**src/rtl/segment_frame_decoder.sv**
```systemverilog
// Monitors a multiplexed 8-digit seven-segment bus and rebuilds the 32-bit hex value.
// Each digit is settle-filtered, pattern-decoded and assembled into frames, with error and link flags.
module segment_frame_decoder #(
    parameter int SETTLE_CYCLES  = 4,
    parameter int TIMEOUT_CYCLES = 1_000_000
) (
    input  logic        clock,
    input  logic        reset,
    input  logic [7:0]  segment_output,
    input  logic [7:0]  segment_select,
    output logic [31:0] value_out,
    output logic        frame_valid,
    output logic        frame_error,
    output logic [7:0]  digit_mask,
    output logic        link_active
);

    localparam int CW = $clog2(SETTLE_CYCLES + 1);
    localparam int TW = $clog2(TIMEOUT_CYCLES + 1);

    typedef enum logic [1:0] {WAIT_SEL, SETTLING, HELD} state_t;

    state_t          state, state_n;
    logic [CW-1:0]   settle_cnt, settle_cnt_n;
    logic [7:0]      sel_q, seg_q, prev_sel;
    logic [31:0]     shadow;
    logic            err_sticky;
    logic            frame_pend;
    logic [TW-1:0]   timeout_cnt;

    logic [7:0]      sel_n;
    logic            sel_valid, sel_changed, capture;
    logic [4:0]      decoded;
    logic            clear_frame, timeout_hit;
    logic [7:0]      mask_base, cap_bits;
    logic            err_base;

    // Returns {bad_pattern, nibble}; dp is not part of the pattern.
    function automatic logic [4:0] decode(input logic [6:0] p);
        case (p)
            7'h40: decode = 5'h00;  7'h79: decode = 5'h01;
            7'h24: decode = 5'h02;  7'h30: decode = 5'h03;
            7'h19: decode = 5'h04;  7'h12: decode = 5'h05;
            7'h02: decode = 5'h06;  7'h78: decode = 5'h07;
            7'h00: decode = 5'h08;  7'h10: decode = 5'h09;
            7'h08: decode = 5'h0A;  7'h03: decode = 5'h0B;
            7'h46: decode = 5'h0C;  7'h21: decode = 5'h0D;
            7'h06: decode = 5'h0E;  7'h0E: decode = 5'h0F;
            default: decode = 5'h10;
        endcase
    endfunction

    assign sel_n       = ~sel_q;
    assign sel_valid   = $onehot(sel_n);
    assign sel_changed = (sel_q != prev_sel);
    assign decoded     = decode(seg_q[6:0]);

    always_comb begin
        // NOTE: every combinational output gets a default first so no path can infer a latch.
        state_n      = state;
        settle_cnt_n = settle_cnt;
        capture      = 1'b0;
        case (state)
            WAIT_SEL: begin
                if (sel_valid) begin
                    if (SETTLE_CYCLES == 1) begin
                        capture = 1'b1;
                        state_n = HELD;
                    end else begin
                        state_n      = SETTLING;
                        settle_cnt_n = CW'(1);
                    end
                end
            end
            SETTLING, HELD: begin
                if (!sel_valid) begin
                    state_n      = WAIT_SEL;
                    settle_cnt_n = '0;
                end else if (sel_changed) begin
                    if (SETTLE_CYCLES == 1) begin
                        capture = 1'b1;
                        state_n = HELD;
                    end else begin
                        state_n      = SETTLING;
                        settle_cnt_n = CW'(1);
                    end
                end else if (state == SETTLING) begin
                    settle_cnt_n = settle_cnt + CW'(1);
                    if (settle_cnt == CW'(SETTLE_CYCLES - 1)) begin
                        capture = 1'b1;
                        state_n = HELD;
                    end
                end
            end
            default: begin
                state_n      = WAIT_SEL;
                settle_cnt_n = '0;
            end
        endcase
    end

    // A completed frame or a link timeout empties the frame in progress before this cycle's capture lands.
    assign timeout_hit = !frame_pend && (timeout_cnt == TW'(TIMEOUT_CYCLES - 1));
    assign clear_frame = frame_pend || timeout_hit;
    assign mask_base   = clear_frame ? 8'h00 : digit_mask;
    assign err_base    = clear_frame ? 1'b0 : err_sticky;
    assign cap_bits    = capture ? sel_n : 8'h00;

    always_ff @(posedge clock) begin
        if (!reset) begin
            sel_q       <= 8'hFF;
            seg_q       <= 8'hFF;
            prev_sel    <= 8'hFF;
            state       <= WAIT_SEL;
            settle_cnt  <= '0;
            shadow      <= '0;
            err_sticky  <= 1'b0;
            frame_pend  <= 1'b0;
            timeout_cnt <= '0;
            value_out   <= '0;
            frame_valid <= 1'b0;
            frame_error <= 1'b0;
            digit_mask  <= '0;
            link_active <= 1'b0;
        end else begin
            // NOTE: all state uses non-blocking assignment so every register sees pre-edge values.
            sel_q      <= segment_select;
            seg_q      <= segment_output;
            prev_sel   <= sel_q;
            state      <= state_n;
            settle_cnt <= settle_cnt_n;

            for (int i = 0; i < 8; i++)
                if (cap_bits[i]) shadow[4*i +: 4] <= decoded[3:0];
            digit_mask  <= mask_base | cap_bits;
            err_sticky  <= err_base | (capture & decoded[4]);
            frame_pend  <= capture && ((mask_base | cap_bits) == 8'hFF);
            frame_valid <= frame_pend;

            if (frame_pend) begin
                value_out   <= shadow;
                frame_error <= err_sticky;
                link_active <= 1'b1;
                timeout_cnt <= '0;
            end else begin
                if (timeout_cnt != TW'(TIMEOUT_CYCLES))
                    timeout_cnt <= timeout_cnt + TW'(1);
                if (timeout_hit)
                    link_active <= 1'b0;
            end
        end
    end

endmodule

```
**config.mk**
```make
export PLATFORM = sky130hd
export DESIGN_NAME = segment_frame_decoder
export DESIGN_NICKNAME = d
export VERILOG_FILES = /design/src/rtl/segment_frame_decoder.sv
export SDC_FILE = /design/constraint.sdc
export NUM_CORES = 1
export LEC_CHECK = 0
export CAP_MARGIN = 40
export CORE_MARGIN = 2
export CORE_UTILIZATION = 56
export DETAILED_ROUTE_END_ITERATION = 12
export PLACE_DENSITY = 0.79
export REMOVE_ABC_BUFFERS = 1
export SYNTH_ARGS = -nofsm -noshare
export SYNTH_HDL_FRONTEND = slang
export SYNTH_SLANG_ARGS = --single-unit
```
**constraint.sdc**
```tcl
create_clock -name clock -period 4.5 [get_ports clock]
set_input_delay 0.9 -clock clock [delete_from_list [all_inputs] [get_ports clock]]
set_output_delay 0.9 -clock clock [all_outputs]
set_load 0.01 [all_outputs]
```
==> impl_metrics.yaml <==
run_status:
  outcome: "finished clean"
yosys:
  ys_seq_area_share_pct: 45.5
  synth-seq-cells: 125
  synth.area.top_cells: "dfxtp_1, mux2i_1, nor2_1"
  ys_warn_count: 0
  postSynthAreaPerCell_um2: 9.32
  syn-cell-area_um2: 5500
  netlist-cell-type-count: 61
  ys.flop_type: "dfxtp_1"
  async_flop_share_pct: 0
  synth_top_area_share_pct: 45.5
  synth_top_cell_by_area: "dfxtp_1"
  synth_edf_count: 0
  synthCells: 590
timing:
  drv_slew: 0
  max_freq_mhz: 240
  fin_skew_ns: 0.0113
  holdWs_ns: 0.469
  setup_viol: 0
  rsz0062_at_grt: "no"
  max_slew.worst_pin.slew_ns: 0.898
  fin_crit_sh_pct: 92.5
  layout_min_cycle_time_ns: 4.16
  fin_tns_setup_ns: 0
  relSlewSlack_pct: 40.0
  hold_viol: 0
clock_tree:
  cts-buffers-inserted: 17
  cts_hold_buf: 0
  clock-sinks: 125
  clock_latency_ns: 0.53
  clockRootBuffer: "clkbuf_8"
  cts_tree: "done"
  cts_resized: 0
  cts_buffer_depth: 2
  htree_levels: 4
  clkTransAtPathRegs_ns: 0.06
  cts_setup_buffers: 0
critical_path:
  r2r-start: "sel_q[0]$_SDFF_PN1_"
  reg2reg_depth: 12
  crit_fanout: 9
  r2r_setup_slack_ns: 0.34
  worst_path_most_repeated_cell: "fa_1"
  max_stage_delay_ns: 0.61
  crit_arrival_ns: 4.57
  r2r-end: "settle_cnt[0]$_SDFFE_PN0P_"
  start_kind: "flop"
  path_class: "reg2reg"
  cp_cell_sequence: "fa_1 -> inv_1 -> fa_1 -> fa_1 -> ha_1 -> inv_1 -> fa_1 -> and3b_1 -> a41oi_2 -> or4_1 -> nor4b_1 -> a211o_1"
  end_kind: "flop"
  critPathSlowestCell: "or4_1"
  worstPathRequired_ns: 4.91
pwr:
  peakVddDrop_uv: 247
  p_leak_uw: 0.00243
  cellPowerDensity_nw_per_um2: 398
global_route:
  antenna_found_initial: 0
  grt_pass1_vias: 4403
  grt_max_degree: 55
  grt_overflow: 0
  grt_pass1_wl_um: 20500
  track_usage_pct: 24.8
drt:
  antenna_left: 0
  wl_per_cell_um: 15.6
  vias: 4485
  wl_um: 12400
  drc: 0
  first_pass_iters: 4
  drt_iter0_markers: 251
  vias_per_cell: 5.63
placement:
  portBuffers: 59
  dpl.hpwl_um: 8300
  dp.cells: 765
  gp_congestion: 0.868
final_layout:
  fin_nets: 684
  syn_to_final_growth_pct: 24.7
  antenna_cells: 0
  mostFrequentLayoutCells: "dfxtp_1, nor2_1, clkdlybuf4s50_1"
  layoutNonFillerInstCount: 797
  layout-drive-gt1-share_pct: 10.5
  layout_commonest_cell: "dfxtp_1"
floorplanning:
  die_w_um: 103
  core_um2: 9640
  initial_core_util_pct: 57.1
  die_h_um: 103
  die-area_um2: 10600
  fp-row-count: 36
  io_pins: 61
hold_path:
  min-delay-start: "shadow[13]$_SDFFE_PN0P_"
  min_to: "shadow[13]$_SDFFE_PN0P_"
  holdCritPathClass: "reg2reg"
  hold_path_depth: 2
run:
  cap_violations: 0
power by group:
group / internal, µW / switching [µW]
clock: 857 / 508
combinational: 87.1 / 123
sequential: 1130 / 25.7
flip-flops by register name (all words and copies together) (netlist names):
register / flops
value_out: 32
digit_mask: 8
seg_q: 7
frame_valid: 1
state: 2
prev_sel: 8
link_active: 1
timeout_cnt: 20
shadow: 32
err_sticky: 1
settle_cnt: 3
sel_q: 8
frame_pend: 1
frame_error: 1
metal layers:
layer  GRT usage, %  routed length, µm
met5              0                  0
met1           30.1               5300
met4           10.8                285
met3           7.39                664
met2           40.9               6180
metrics by stage:
| stage | cell area [µm²] | utilization (%) | setup WS [ns] | total power (µW) |
|---|---|---|---|---|
| global route | 6860 | 71.2 | 0.150 | 2820 |
| finish | 6860 | 71.2 | 0.338 | 2730 |
| detailed placement | 6270 | 65.0 | 0.410 | 1380 |
| floorplan | 5380 | - | -1.17 | 1310 |
| CTS | 6860 | 71.2 | 0.355 | 2740 |
| global placement | 6230 | 64.7 | 0.467 | 1370 |
Yosys cell counts (7+ instances only):
| cell | n |
|---|---|
| a21oi_1 | 38 |
| a22oi_1 | 7 |
| buf_2 | 8 |
| clkbuf_1 | 20 |
| dfxtp_1 | 125 |
| ha_1 | 11 |
| inv_1 | 27 |
| mux2i_1 | 37 |
| nand2_1 | 27 |
| nand2b_1 | 31 |
| nand3_1 | 17 |
| nor2_1 | 77 |
| nor3_1 | 7 |
| o211ai_1 | 18 |
| o21ai_0 | 30 |
| xnor2_1 | 10 |
| xnor2_2 | 7 |
| xor2_1 | 10 |
kinds of logic (layout without fill, tap and decap cells):
| family | Yosys count | in the layout | share of synthesized area [%] |
|---|---|---|---|
| and+or+nand+nor | 205 | 205 | 20.3 |
| muxes | 37 | 37 | 6.73 |
| adders and majority gates | 15 | 15 | 3.96 |
| buffers and inverters | 58 | 132 | 4.14 |
| AOI/OAI and AO/OA | 123 | 123 | 14.1 |
| xor gates and xnor gates | 27 | 27 | 5.25 |
| DFF | 125 | 125 | 45.5 |
critical path, delay by kind of cell, from the launching register on:
kind	cells	cell delay [ns]
fa+ha+maj	5	2.16
flops	1	0.33
compound gates	2	0.44
simple gates	3	1.00
buf+inv	2	0.10
worst max path at each step:
| stage | startpoint | slack [ns] | end |
|---|---|---|---|
| finish | sel_q[0]$_SDFF_PN1_ | 0.34 | settle_cnt[0]$_SDFFE_PN0P_ |
| CTS | sel_q[0]$_SDFF_PN1_ | 0.36 | settle_cnt[0]$_SDFFE_PN0P_ |
| global route | sel_q[0]$_SDFF_PN1_ | 0.15 | shadow[5]$_SDFFE_PN0P_ |
| floorplan | sel_q[0]$_SDFF_PN1_ | -1.17 | frame_pend$_SDFF_PN0_ |
| detailed placement | sel_q[0]$_SDFF_PN1_ | 0.41 | settle_cnt[0]$_SDFFE_PN0P_ |
| global placement | sel_q[0]$_SDFF_PN1_ | 0.47 | settle_cnt[0]$_SDFFE_PN0P_ |
layout make-up:
type	count	area, µm²
Inverter	27	101
Tap cell	133	166
Clock inverter	14	166
Timing Repair Buffer	73	718
Clock buffer	18	428
Multi-Input combinational cell	407	2780
Fill cell	750	2780
Sequential cell	125	2500
Power figures use the tool's default switching activity.
